==> src/rtl/multi_channel_timer_pkg.sv <==
// rtl/multi_channel_timer_pkg.sv - register map, bit positions and prescaler helper for the multi-channel timer
package multi_channel_timer_pkg;

    // Register offsets within a channel's four-word window
    localparam logic [1:0] OFF_TDR  = 2'd0;
    localparam logic [1:0] OFF_TCR  = 2'd1;
    localparam logic [1:0] OFF_TSR  = 2'd2;
    localparam logic [1:0] OFF_TCNT = 2'd3;

    // TCR bit positions
    localparam int TCR_EN      = 0;
    localparam int TCR_LOAD    = 1;
    localparam int TCR_DOWN    = 2;
    localparam int TCR_CKS_LO  = 3;
    localparam int TCR_CKS_HI  = 4;
    localparam int TCR_ONESHOT = 5;
    localparam int TCR_OVF_IE  = 6;
    localparam int TCR_UDF_IE  = 7;
    localparam int TCR_W       = 8;

    // TSR bit positions
    localparam int TSR_OVF = 0;
    localparam int TSR_UDF = 1;
    localparam int TSR_W   = 2;

    // CKS encodings: divide ratio 2^(CKS+1)
    localparam logic [1:0] CKS_DIV2  = 2'd0;
    localparam logic [1:0] CKS_DIV4  = 2'd1;
    localparam logic [1:0] CKS_DIV8  = 2'd2;
    localparam logic [1:0] CKS_DIV16 = 2'd3;

    // tick[k] fires when the low k+1 prescaler bits are all ones
    function automatic logic [3:0] prescale_ticks(input logic [3:0] pre);
        return {&pre[3:0], &pre[2:0], &pre[1:0], pre[0]};
    endfunction

endpackage

==> src/rtl/timer_channel.sv <==
// rtl/timer_channel.sv - one timer channel: TDR/TCR/TSR/TCNT, reload/wrap, flags and irq term
module timer_channel
    import multi_channel_timer_pkg::*;
#(
    parameter int CNT_W = 16
) (
    input  logic             clk,
    input  logic             reset,
    input  logic [3:0]       tick,
    input  logic             wr_en,
    input  logic [1:0]       wr_off,
    input  logic [CNT_W-1:0] wdata,
    output logic [CNT_W-1:0] tdr,
    output logic [TCR_W-1:0] tcr,
    output logic [TSR_W-1:0] tsr,
    output logic [CNT_W-1:0] tcnt,
    output logic             irq
);

    logic [CNT_W-1:0] tdr_q, tdr_d;
    logic [TCR_W-1:0] tcr_q, tcr_d;
    logic [TSR_W-1:0] tsr_q, tsr_d;
    logic [CNT_W-1:0] tcnt_q, tcnt_d;
    logic             tick_sel;
    logic             ovf_set;
    logic             udf_set;

    // Next-state: load/count/wrap first, then bus writes, then flag sets so hardware set beats w1c
    always_comb begin
        tdr_d    = tdr_q;
        tcr_d    = tcr_q;
        tsr_d    = tsr_q;
        tcnt_d   = tcnt_q;
        ovf_set  = 1'b0;
        udf_set  = 1'b0;
        tick_sel = tick[3];
        case (tcr_q[TCR_CKS_HI:TCR_CKS_LO])
            CKS_DIV2:  tick_sel = tick[0];
            CKS_DIV4:  tick_sel = tick[1];
            CKS_DIV8:  tick_sel = tick[2];
            CKS_DIV16: tick_sel = tick[3];
            default:   tick_sel = tick[3];
        endcase

        if (tcr_q[TCR_LOAD]) begin
            tcnt_d = tdr_q;
        end else if (tcr_q[TCR_EN] && tick_sel) begin
            if (!tcr_q[TCR_DOWN]) begin
                if (tcnt_q == '1) begin
                    ovf_set = 1'b1;
                    tcnt_d  = tdr_q;
                end else begin
                    tcnt_d = tcnt_q + CNT_W'(1);
                end
            end else begin
                if (tcnt_q == '0) begin
                    udf_set = 1'b1;
                    tcnt_d  = tdr_q;
                end else begin
                    tcnt_d = tcnt_q - CNT_W'(1);
                end
            end
            if ((ovf_set || udf_set) && tcr_q[TCR_ONESHOT]) begin
                tcr_d[TCR_EN] = 1'b0;
            end
        end

        // A software TCR write lands after the one-shot clear, so software wins
        if (wr_en) begin
            case (wr_off)
                OFF_TDR: tdr_d = wdata;
                OFF_TCR: tcr_d = wdata[TCR_W-1:0];
                OFF_TSR: tsr_d = tsr_q & ~wdata[TSR_W-1:0];
                default: ;
            endcase
        end

        if (ovf_set) tsr_d[TSR_OVF] = 1'b1;
        if (udf_set) tsr_d[TSR_UDF] = 1'b1;
    end

    // Register update with synchronous reset
    always_ff @(posedge clk) begin
        if (reset) begin
            tdr_q  <= '0;
            tcr_q  <= '0;
            tsr_q  <= '0;
            tcnt_q <= '0;
        end else begin
            tdr_q  <= tdr_d;
            tcr_q  <= tcr_d;
            tsr_q  <= tsr_d;
            tcnt_q <= tcnt_d;
        end
    end

    // Register views and the masked interrupt term
    always_comb begin
        tdr  = tdr_q;
        tcr  = tcr_q;
        tsr  = tsr_q;
        tcnt = tcnt_q;
        irq  = (tsr_q[TSR_OVF] & tcr_q[TCR_OVF_IE]) | (tsr_q[TSR_UDF] & tcr_q[TCR_UDF_IE]);
    end

endmodule

==> src/rtl/multi_channel_timer.sv <==
// rtl/multi_channel_timer.sv - N-channel bus timer: decode, read mux, error response and shared prescaler
module multi_channel_timer
    import multi_channel_timer_pkg::*;
#(
    parameter int CNT_W  = 16,
    parameter int NUM_CH = 4,
    parameter int ADDR_W = 8
) (
    input  logic              timer_clk,
    input  logic              timer_reset,
    input  logic              timer_sel,
    input  logic              timer_enable,
    input  logic              timer_write,
    input  logic [ADDR_W-1:0] timer_address,
    input  logic [CNT_W-1:0]  timer_wdata,
    output logic [CNT_W-1:0]  timer_rdata,
    output logic              timer_ready,
    output logic              timer_slverr,
    output logic [NUM_CH-1:0] timer_irq_vec,
    output logic              timer_irq
);

    localparam logic [ADDR_W:0] MAP_LIMIT = (ADDR_W+1)'(4 * NUM_CH);

    logic [3:0]        pre_q, pre_d;
    logic [3:0]        tick;
    logic              access;
    logic              mapped;
    logic              err;
    logic              wr_ok;
    logic [1:0]        off;
    logic [NUM_CH-1:0] hit;
    logic [NUM_CH-1:0] irq_vec;

    logic [CNT_W-1:0]  tdr_a  [NUM_CH];
    logic [TCR_W-1:0]  tcr_a  [NUM_CH];
    logic [TSR_W-1:0]  tsr_a  [NUM_CH];
    logic [CNT_W-1:0]  tcnt_a [NUM_CH];

    // Free-running prescaler and the tick strobes derived from it
    always_comb begin
        pre_d = pre_q + 4'd1;
        tick  = prescale_ticks(pre_q);
    end

    // Prescaler register
    always_ff @(posedge timer_clk) begin
        if (timer_reset) pre_q <= '0;
        else             pre_q <= pre_d;
    end

    // Address decode, error detection and write qualification; errored writes touch nothing
    always_comb begin
        access = timer_sel & timer_enable;
        off    = timer_address[1:0];
        mapped = ({1'b0, timer_address} < MAP_LIMIT);
        for (int c = 0; c < NUM_CH; c++) begin
            hit[c] = mapped && (timer_address[ADDR_W-1:2] == (ADDR_W-2)'(c));
        end
        err          = access & (~mapped | (timer_write & (off == OFF_TCNT)));
        wr_ok        = access & timer_write & ~err;
        timer_ready  = access;
        timer_slverr = err;
    end

    generate
        for (genvar c = 0; c < NUM_CH; c++) begin : g_ch
            timer_channel #(
                .CNT_W (CNT_W)
            ) u_channel (
                .clk    (timer_clk),
                .reset  (timer_reset),
                .tick   (tick),
                .wr_en  (wr_ok & hit[c]),
                .wr_off (off),
                .wdata  (timer_wdata),
                .tdr    (tdr_a[c]),
                .tcr    (tcr_a[c]),
                .tsr    (tsr_a[c]),
                .tcnt   (tcnt_a[c]),
                .irq    (irq_vec[c])
            );
        end
    endgenerate

    // Read mux: driven only during a read access phase, zero otherwise
    always_comb begin
        timer_rdata = '0;
        if (access && !timer_write) begin
            for (int c = 0; c < NUM_CH; c++) begin
                if (hit[c]) begin
                    case (off)
                        OFF_TDR:  timer_rdata = tdr_a[c];
                        OFF_TCR:  timer_rdata = CNT_W'(tcr_a[c]);
                        OFF_TSR:  timer_rdata = CNT_W'(tsr_a[c]);
                        default:  timer_rdata = tcnt_a[c];
                    endcase
                end
            end
        end
    end

    // Interrupt outputs
    always_comb begin
        timer_irq_vec = irq_vec;
        timer_irq     = |irq_vec;
    end

endmodule
==> config.mk <==
export PLATFORM = sky130hd
export DESIGN_NAME = multi_channel_timer
export DESIGN_NICKNAME = d
export VERILOG_FILES = /design/src/rtl/multi_channel_timer_pkg.sv /design/src/rtl/timer_channel.sv /design/src/rtl/multi_channel_timer.sv
export SDC_FILE = /design/constraint.sdc
export NUM_CORES = 1
export LEC_CHECK = 0
export ABC_CLOCK_PERIOD_IN_PS = 2800
export CELL_PAD_IN_SITES_DETAIL_PLACEMENT = 0
export CELL_PAD_IN_SITES_GLOBAL_PLACEMENT = 1
export CORE_UTILIZATION = 46
export DETAILED_ROUTE_END_ITERATION = 6
export GPL_ROUTABILITY_DRIVEN = 0
export PLACE_DENSITY_LB_ADDON = 0.1
export SLEW_MARGIN = 20
export SYNTH_ARGS = -nofsm -noshare
export SYNTH_HDL_FRONTEND = slang
export SYNTH_SLANG_ARGS = --single-unit
==> constraint.sdc <==
create_clock -name timer_clk -period 2.8 [get_ports timer_clk]
set_input_delay 0.56 -clock timer_clk [delete_from_list [all_inputs] [get_ports timer_clk]]
set_output_delay 0.56 -clock timer_clk [all_outputs]
set_load 0.02 [all_outputs]
==> metrics.txt <==
status completed; Port Buffers 51; RSZ-0062 raised after global routing yes; CP Data Required Time 2.24 ns; met3 Use GR 0.0540; synthesized area per cell 7.39 sq um; Post-DRT Antenna Nets 0; WP buf/inv 4; DIE HEIGHT 165 um; register bit count reported by yosys 172; dpl ws -0.705 ns; FILL cells 2527; Pleak 0.00533 uW; VDD IR max 0.312 mV; share of cells above drive strength 1 0.186; switching pwr 1440 uW; Slew Limit Headroom 0.465; post-DP HPWL 34900 um; Die Area 27100 sq um; Hold Fails Final Rpt 0; ant diodes 0; syn_nets 1688; Worst Skew 0.0102 ns; Via-to-Cell Ratio 6.55; critical path, cell by cell dlygate4sd2_1, bufbuf_16, buf_4, a211oi_1, a21oi_1, nor2_1, nor4_2, buf_2; Synth top area share 0.283; final setup margin 0.0327 ns; initial antenna violation count 0; sequential power share 0.445; Area Overhead vs Synth 21.2%; Worst-Skew Late Latency 0.44 ns; grt total ovfl 0; Most Crowded Layer GR met2; drt drc 0; Hold WC Path Type input port to flop; Switching Share 0.261; fmax 361 MHz; Clock transition at path regs 0.08 ns; sequential fraction of the synthesis area 0.283; crit end category output port; WL final 47800 um; htree depth 4; vias in the first global route 12.2k; asr flop ratio synth 0; met1 Use GR 0.510; global-route wire length before repair 73200 um; area leader, netlist dfxtp_1; number of synthesized flops with an enable pin 0; Worst setup SP type input port; CP max stage delay 0.35 ns; most frequent cells in the layout 235 x nand2_1, 172 x dfxtp_1, 169 x buf_4, 158 x a21oi_1, 127 x nor2_1; Slew Limit Fails 0; P per Cell Area 374 nW/um^2; io pins 52; core area 26000 sq um; largest net degree at the start of global routing 59; NumNets Final 1778; Pint 4080 uW; grt met2 use 0.533; CTS tree yes; Gate power share 0.087; detailed-route wire length per cell 22.9 um; Die X 165 um; Post-synth top flop dfxtp_1; final setup vio count 0; Pre-Repair DR Iteration Count 6; clock period minus worst slack 2.77 ns; clock root cell clkbuf_16; via count 13.6k; max cap viols 0; maximum net fanout on the critical path 4; delay-heaviest family, CP buffers and inverters; Synth area leaders dfxtp_1 28%, nand2_1 7.3%, a21oi_1 6.7%; Starting Density 0.468; worst slew pin tran 0.802 ns; Rows 59; most common cell after layout, fill and taps aside nand2_1; Clock Tree Buf Depth 2; Unique masters post-synth 89; CP Class input port to output port; setup TNS 0 ns; gr usage total 0.356; number of CTS-inserted buffers 17; Mapped Cells 1645; Reg2Reg Setup Slack 0.20 ns; total power 5520 uW; clock sink count 172; fin util 0.567; Post-Syn Area 12200 sq um; final worst path period share 0.988; Ys Warns 0; share of power burned in the clock network 0.468; slowest CP cell nor4_2; Worst EP arrival 2.21 ns; DRT iter0 DRCs 1916
power by group through the flow:
stage	Clock, uW	Sequential (uW)	Combinational, uW
floorplan	0	2510	219
global placement	0	2510	430
detailed placement	0	2510	432
CTS	2610	2460	459
global route	2690	2460	502
finish	2580	2460	481
per-stage QoR:
stage / cells / hold WS [ns] / cell area [sq um]
finish: 2083 / 0.435 / 14700
global route: 2083 / 0.438 / 14700
CTS: 2083 / 0.422 / 14700
detailed placement: 2045 / 0.471 / 13900
global placement: 2045 / 0.463 / 13900
floorplan: 1645 / 0.442 / 12200
synth_stat cells, types with 16 or more instances:
| library cell | count |
|---|---|
| mux2i_1 | 54 |
| nor3_1 | 53 |
| xor2_1 | 20 |
| a22oi_1 | 19 |
| nor2_1 | 129 |
| xnor2_1 | 30 |
| o21ai_0 | 65 |
| nand3_1 | 55 |
| a21oi_1 | 162 |
| and3_1 | 16 |
| a211oi_1 | 34 |
| inv_1 | 35 |
| and2_1 | 16 |
| o22ai_1 | 26 |
| a221oi_1 | 35 |
| o221ai_1 | 20 |
| clkbuf_1 | 100 |
| nand2_1 | 235 |
| buf_2 | 34 |
| nand4_1 | 27 |
| dfxtp_1 | 172 |
| a31oi_1 | 25 |
| nor4_1 | 31 |
final cells by class:
cell class	count	area, sq um	area share
inverters	35	131	0.00891
clock buffers	17	425	0.0289
flip-flops and latches	172	3440	0.234
repair buffers	232	1970	0.134
well taps	335	419	0.0284
clock inverters	15	198	0.0134
multi-input cells	1277	8160	0.553
flip-flops by register name (all words and copies together), names as in the netlist:
register,count
g_ch.u_channel.tcnt,64
g_ch.u_channel.tdr,64
g_ch.u_channel.tcr,32
g_ch.u_channel.tsr,8
pre_q,4
final timing paths:
path,from,end,cells after the start
setup reg to reg,g_ch[3].u_channel.tcnt[0],g_ch[3].u_channel.tcnt[10],8
hold reg to reg,g_ch[0].u_channel.tdr[5],g_ch[0].u_channel.tdr[5],2
hold / removal,timer_reset,g_ch[3].u_channel.tdr[5],2
setup / recovery,timer_address[2],timer_rdata[5],8
kinds of logic after synthesis:
logic type               after synthesis  share of synthesized area
adder cells (fa/ha/maj)               14                     0.0144
flip-flops                           172                      0.283
XOR/XNOR                              50                     0.0360
buffers and inverters                196                     0.0684
AO/OA/AOI/OAI                        495                      0.273
multiplexers                          67                     0.0639
AND/OR/NAND/NOR                      651                      0.261
what timing repair did:
item                                    4_1_cts  5_1_grt
cloned                                        1        0
endpoints found under the setup margin       18       16
hold buffers                                  0        0
buffers inserted                              6        0
pin swaps                                     8        2
gates resized for setup                     111       20
metal layers:
metal,vias up,part of all wire
li1,6272,-
met1,6525,0.44
met2,757,0.44
met3,89,0.094
met4,0,0.032
met5,-,0
Power figures use the tool's default switching activity.
